[config.mk]
export PLATFORM = sky130hd
export DESIGN_NAME = nested_struct_deser
export DESIGN_NICKNAME = d
export VERILOG_FILES = /design/src/rtl/nested_struct_pkg.sv /design/src/rtl/nested_struct_out_reg.sv /design/src/rtl/nested_struct_deser.sv
export SDC_FILE = /design/constraint.sdc
export NUM_CORES = 1
export LEC_CHECK = 0
export CORE_AREA = 2 2 83 85
export DETAILED_ROUTE_END_ITERATION = 16
export DIE_AREA = 0 0 85 87
export GPL_TIMING_DRIVEN = 0
export PLACE_DENSITY = 0.48
export SETUP_SLACK_MARGIN = 0.4
export SYNTH_ARGS = -nofsm -noshare
export SYNTH_HDL_FRONTEND = slang
export SYNTH_SLANG_ARGS = --single-unit
[constraint.sdc]
create_clock -name clk -period 1.6 [get_ports clk]
set_clock_uncertainty 0.15 [all_clocks]
set_input_delay 0.4 -clock clk [delete_from_list [all_inputs] [get_ports clk]]
set_output_delay 0.4 -clock clk [all_outputs]
set_load 0.005 [all_outputs]
[src/rtl/nested_struct_pkg.sv]
// Shared types and helpers for the nested-struct record link.
// The transmit side packs outer_t = {inner_t hdr, data} MSB-first into beats.
package nested_struct_pkg;

  localparam int unsigned HDR_W         = 4;
  localparam int unsigned DEF_PAYLOAD_W = 20;

  // Inner header carried in the top bits of every record.
  typedef struct packed {
    logic       flag;
    logic [2:0] kind;
  } inner_t;

  // Template outer record at the default payload width; modules with a
  // different PAYLOAD_W build the same layout locally.
  typedef struct packed {
    inner_t                   hdr;
    logic [DEF_PAYLOAD_W-1:0] data;
  } outer_t;

  // Number of beats needed to carry one record.
  function automatic int unsigned calc_nbeats(input int unsigned rec_w,
                                              input int unsigned beat_w);
    return (rec_w + beat_w - 1) / beat_w;
  endfunction

endpackage

[src/rtl/nested_struct_out_reg.sv]
// One-entry valid/ready holding register for reassembled records.
// The producer only asserts load_i when the slot is empty or draining this cycle.
module nested_struct_out_reg #(
  parameter int unsigned Width = 24
) (
  input  logic             clk_i,
  input  logic             rst_ni,
  input  logic             load_i,
  input  logic [Width-1:0] data_i,
  input  logic             ready_i,
  output logic             valid_o,
  output logic [Width-1:0] data_o
);

  logic             valid_q;
  logic [Width-1:0] data_q;

  // Load wins over drain so a simultaneous drain+load leaves no bubble.
  always_ff @(posedge clk_i) begin
    if (!rst_ni) begin
      valid_q <= 1'b0;
      data_q  <= '0;
    end else if (load_i) begin
      valid_q <= 1'b1;
      data_q  <= data_i;
    end else if (ready_i) begin
      valid_q <= 1'b0;
    end
  end

  assign valid_o = valid_q;
  assign data_o  = data_q;

endmodule

[src/rtl/nested_struct_deser.sv]
// Beat-to-record deserializer for the nested-struct link.
// Optional framing check: define NESTED_STRUCT_DESER_FRAME_CHECK_EN to validate
// s_last on every beat and raise a sticky err on mismatch.
// Assumes a record spans at least two beats.
module nested_struct_deser
  import nested_struct_pkg::*;
#(
  parameter int unsigned BEAT_W    = 8,
  parameter int unsigned PAYLOAD_W = 20
) (
  input  logic                       clk,
  input  logic                       rst_n,
  input  logic                       s_valid,
  output logic                       s_ready,
  input  logic [BEAT_W-1:0]          s_data,
  input  logic                       s_last,
  output logic                       m_valid,
  input  logic                       m_ready,
  output logic [HDR_W+PAYLOAD_W-1:0] m_rec,
  output logic                       err
);

  localparam int unsigned REC_W  = HDR_W + PAYLOAD_W;
  localparam int unsigned NBEATS = calc_nbeats(REC_W, BEAT_W);
  localparam int unsigned TOT_W  = NBEATS * BEAT_W;
  localparam int unsigned ACC_W  = TOT_W - BEAT_W;
  localparam int unsigned CNT_W  = (NBEATS > 1) ? $clog2(NBEATS) : 1;
  localparam logic [CNT_W-1:0] CntLast = CNT_W'(NBEATS - 1);

  typedef struct packed {
    inner_t               hdr;
    logic [PAYLOAD_W-1:0] data;
  } rec_t;

  typedef enum logic [0:0] {StCollect, StLast} state_e;

  logic [CNT_W-1:0] cnt_q, cnt_d;
  logic [ACC_W-1:0] acc_q, acc_d;
  logic [TOT_W-1:0] frame;
  rec_t             rec;
  state_e           state;
  logic             beat_fire;
  logic             frame_bad;
  logic             load;

  // The phase is fully determined by the beat counter.
  assign state = (cnt_q == CntLast) ? StLast : StCollect;

  // Only the final beat can stall, and only against a full, non-draining output.
  assign s_ready   = !(state == StLast && m_valid && !m_ready);
  assign beat_fire = s_valid && s_ready;

  // Accumulated beats plus the current one; padding sits in the low bits.
  assign frame = {acc_q, s_data};
  assign rec   = rec_t'(frame[TOT_W-1 -: REC_W]);

`ifdef NESTED_STRUCT_DESER_FRAME_CHECK_EN
  logic err_q;

  assign frame_bad = beat_fire && (s_last != (state == StLast));

  // Sticky framing error, cleared only by reset.
  always_ff @(posedge clk) begin
    if (!rst_n) begin
      err_q <= 1'b0;
    end else if (frame_bad) begin
      err_q <= 1'b1;
    end
  end

  assign err = err_q;
`else
  logic unused_last;

  assign unused_last = s_last;
  assign frame_bad   = 1'b0;
  assign err         = 1'b0;
`endif

  assign load = beat_fire && (state == StLast) && !frame_bad;

  // Next-state for beat counter and accumulator; a bad frame resyncs to beat 0.
  always_comb begin
    cnt_d = cnt_q;
    acc_d = acc_q;
    if (frame_bad) begin
      cnt_d = '0;
      acc_d = '0;
    end else if (beat_fire) begin
      if (state == StLast) begin
        cnt_d = '0;
        acc_d = '0;
      end else begin
        cnt_d = cnt_q + CNT_W'(1);
        acc_d = frame[ACC_W-1:0];
      end
    end
  end

  // Beat counter and accumulator state.
  always_ff @(posedge clk) begin
    if (!rst_n) begin
      cnt_q <= '0;
      acc_q <= '0;
    end else begin
      cnt_q <= cnt_d;
      acc_q <= acc_d;
    end
  end

  nested_struct_out_reg #(
    .Width(REC_W)
  ) u_out_reg (
    .clk_i  (clk),
    .rst_ni (rst_n),
    .load_i (load),
    .data_i (rec),
    .ready_i(m_ready),
    .valid_o(m_valid),
    .data_o (m_rec)
  );

endmodule

==> results by group <==
Drt
  – DRC: 0
  – Pre-antenna DRT Iters: 4
  – Vias: 1,308
  – Uppermost layer routed: met4
  – Met3 WL: 219 um
  – Avg Vias per Cell: 4.360
  – DR iter-0 viols: 41
  – Wirelength per Cell: 13.91 um
  – Wire length on met2: 1.986 mm
  – Final ANT Viol Nets: 0
  – DRT met1 WL: 1.877 mm
  – Total Routed Length: 4.173 mm

Outcome
  – Status: complete, no violations

Yosys
  – Syn Nets: 171
  – Avg Cell Area, Syn: 10.03 um2
  – Post-synth ARST share: 0%
  – Seq/Total Area, Yosys: 54.30%
  – Post-Syn Area: 0.001585 mm2
  – Top FF cell, synth: dfxtp_1
  – Yosys reg bits: 43
  – Number of synthesized flops with an enable pin: 0
  – Warnings from Yosys: 0
  – Cell variety after synth: 19
  – Mapped Cells: 158

Clocking
  – CTS tree: yes
  – Post-CTS Hold Fix Bufs: 0
  – Max Buffers Root-to-Sink: 2
  – CTS H-tree depth: 2
  – CTS Buf Count: 5
  – Sink Count: 43
  – Clock Pin Slew Worst Setup and Hold Paths: 0.09 ns
  – Root buffer cell: clkbuf_8
  – Clock latency on the worst-skew pair: 0.30 ns

Cells and area
  – Layout cells sized above 1: 49.09%
  – Final net count: 232
  – Cell Count, Final, Fillers Out: 300
  – Commonest non-fill, non-tap cells in the layout: nand2_1 (50), dfxtp_2 (27), mux2i_1 (25), buf_2 (19), dfxtp_1 (16)
  – ANT cells: 0
  – Post-Route Utilization: 38.34%
  – Area Overhead vs Synth: 58.88%
  – Commonest non-fill, non-tap cell in the layout: nand2_1

Floorplanning
  – Core ar.: 0.006569 mm2
  – Ports: 40
  – Die area: 0.007395 mm2
  – Die width: 85 um
  – # rows: 30
  – Die span in y: 87 um
  – Initial Util: 24.13%

Power and ir drop
  – Switch share: 21.19%
  – Combinational power share: 10.4%
  – Total power: 2.353 mW
  – P_int: 1.854 mW
  – Clock power share: 42.3%
  – Peak VDD IR: 321.1 uV
  – Sequential cell fraction of total power: 47.2%
  – Leak Pwr: 0.9940 nW
  – Switching Power: 0.4987 mW
  – PwrDens: 934.2 mW/mm2

Critical path
  – Worst setup SP type: flop
  – Kind of end point of the critical path: primary output
  – Kind of critical path: reg2out
  – Crit path DAT: 0.95 ns
  – CP max FO: 3
  – Critical Path RT: 1.05 ns

Global routing
  – First-pass GRT wire length: 6.223 mm
  – Via count of the first global-routing pass: 1,204
  – GRT Overall Usage: 11.00%
  – Largest net degree at the start of global routing: 14
  – Total grt overflow: 0
  – Initial antenna violation count: 0

Timing
  – Tmin final: 1.500 ns
  – Final count of hold timing violations: 0
  – Period utilization: 93.78%
  – RSZ-0062 raised after global routing: true
  – # setup viols final: 0
  – Max-slew headroom: 63.18%
  – Fmax: 666.5 MHz
  – Setup TNS: 0 ns
  – Worst slew pin tran: 0.5523 ns
  – Slew Limit Fails: 0

Placement
  – Hpwl dp: 2.599 mm
  – Placer Congestion: 0.7421
  – Inst Count DP: 274
  – Port Buffers: 36

Flow run
  – Max-Cap Viols: 0

Worst hold path
  – HP Class: reg2reg
## cell type report
class	instances	area [um2]
Multi-Input combinational cell	102	747.0
Tap cell	80	100.1
Fill cell	665	4050
Clock inverter	2	60.06
Buffer	13	126.4
Clock buffer	6	72.57
Timing Repair Buffer	54	518.0
Sequential cell	43	894.6
## flip-flops by register name (all words and copies together) (netlist names)
name / count
u_out_reg.data_o: 24
u_out_reg.valid_o: 1
acc_q: 16
cnt_q: 2
## cell usage after synthesis (2+ instances only)
cell	count	area share, %
nand2_1	50	12
dfxtp_1	43	54
mux2i_1	25	16
o22ai_1	16	6.3
clkbuf_1	5	1.2
buf_2	4	1.3
buf_12	2	2.5
nor2b_4	2	1.7
## repair_timing
item / in CTS / in global routing
resized for setup: 151 / 24
pin swaps: 0 / 12
setup buffers: 12 / 2
gates cloned: 1 / 3
setup endpoints to repair: 68 / 68
endpoints found under the hold margin: 0 / 0
## worst paths after layout
check                                    startpoint                   end  slack, ns  cells past startpoint
worst max-delay path                       cnt_q[1]               s_ready        0.1                      3
worst min-delay path            u_out_reg.data_o[2]   u_out_reg.data_o[2]       0.31                      2
worst max register to register             cnt_q[1]  u_out_reg.data_o[17]        0.1                      6
worst min register to register  u_out_reg.data_o[2]   u_out_reg.data_o[2]       0.31                      2
## critical path, cell delays in order (launching register included)
cell and delay, ns:
dfxtp_2 0.34, nor2b_4 0.15, nand2_1 0.05, buf_2 0.12
## through the flow
step	hold WS (ns)	area [um2]	worst slack, ns
floorplan	0.2932	1590	0.1982
global placement	0.2926	2051	-0.4793
detailed placement	0.3018	2051	-0.4922
CTS	0.3085	2308	0.08300
global route	0.3148	2519	0.01839
finish	0.3051	2519	0.09953
## cells by family after synthesis
| logic type | Yosys count | synth area share [%] |
|---|---|---|
| AO/OA/AOI/OAI | 19 | 7.814 |
| buffers and inverters | 13 | 6.157 |
| flip-flops | 43 | 54.30 |
| multiplexers | 25 | 15.79 |
| other | 1 | 0.2366 |
| AND/OR/NAND/NOR | 57 | 15.71 |
## metal layers
layer  global-route usage (%)  vias to the layer above
met2                    16.05                       37
met5                        0                        -
met3                    2.464                        9
met4                    5.195                        0
li1                         -                      659
met1                    15.36                      603
## power by group through the flow
| stage | combinational, mW | clock (mW) | sequential, mW |
|---|---|---|---|
| 2_1_floorplan | 0.0964 | 0 | 1.13 |
| 3_3_place_gp | 0.165 | 0 | 1.13 |
| 3_5_place_dp | 0.165 | 0 | 1.14 |
| 4_1_cts | 0.211 | 1.02 | 1.11 |
| 5_1_grt | 0.265 | 1.07 | 1.11 |
| 6_report | 0.246 | 0.996 | 1.11 |
Power figures use the tool's default switching activity.
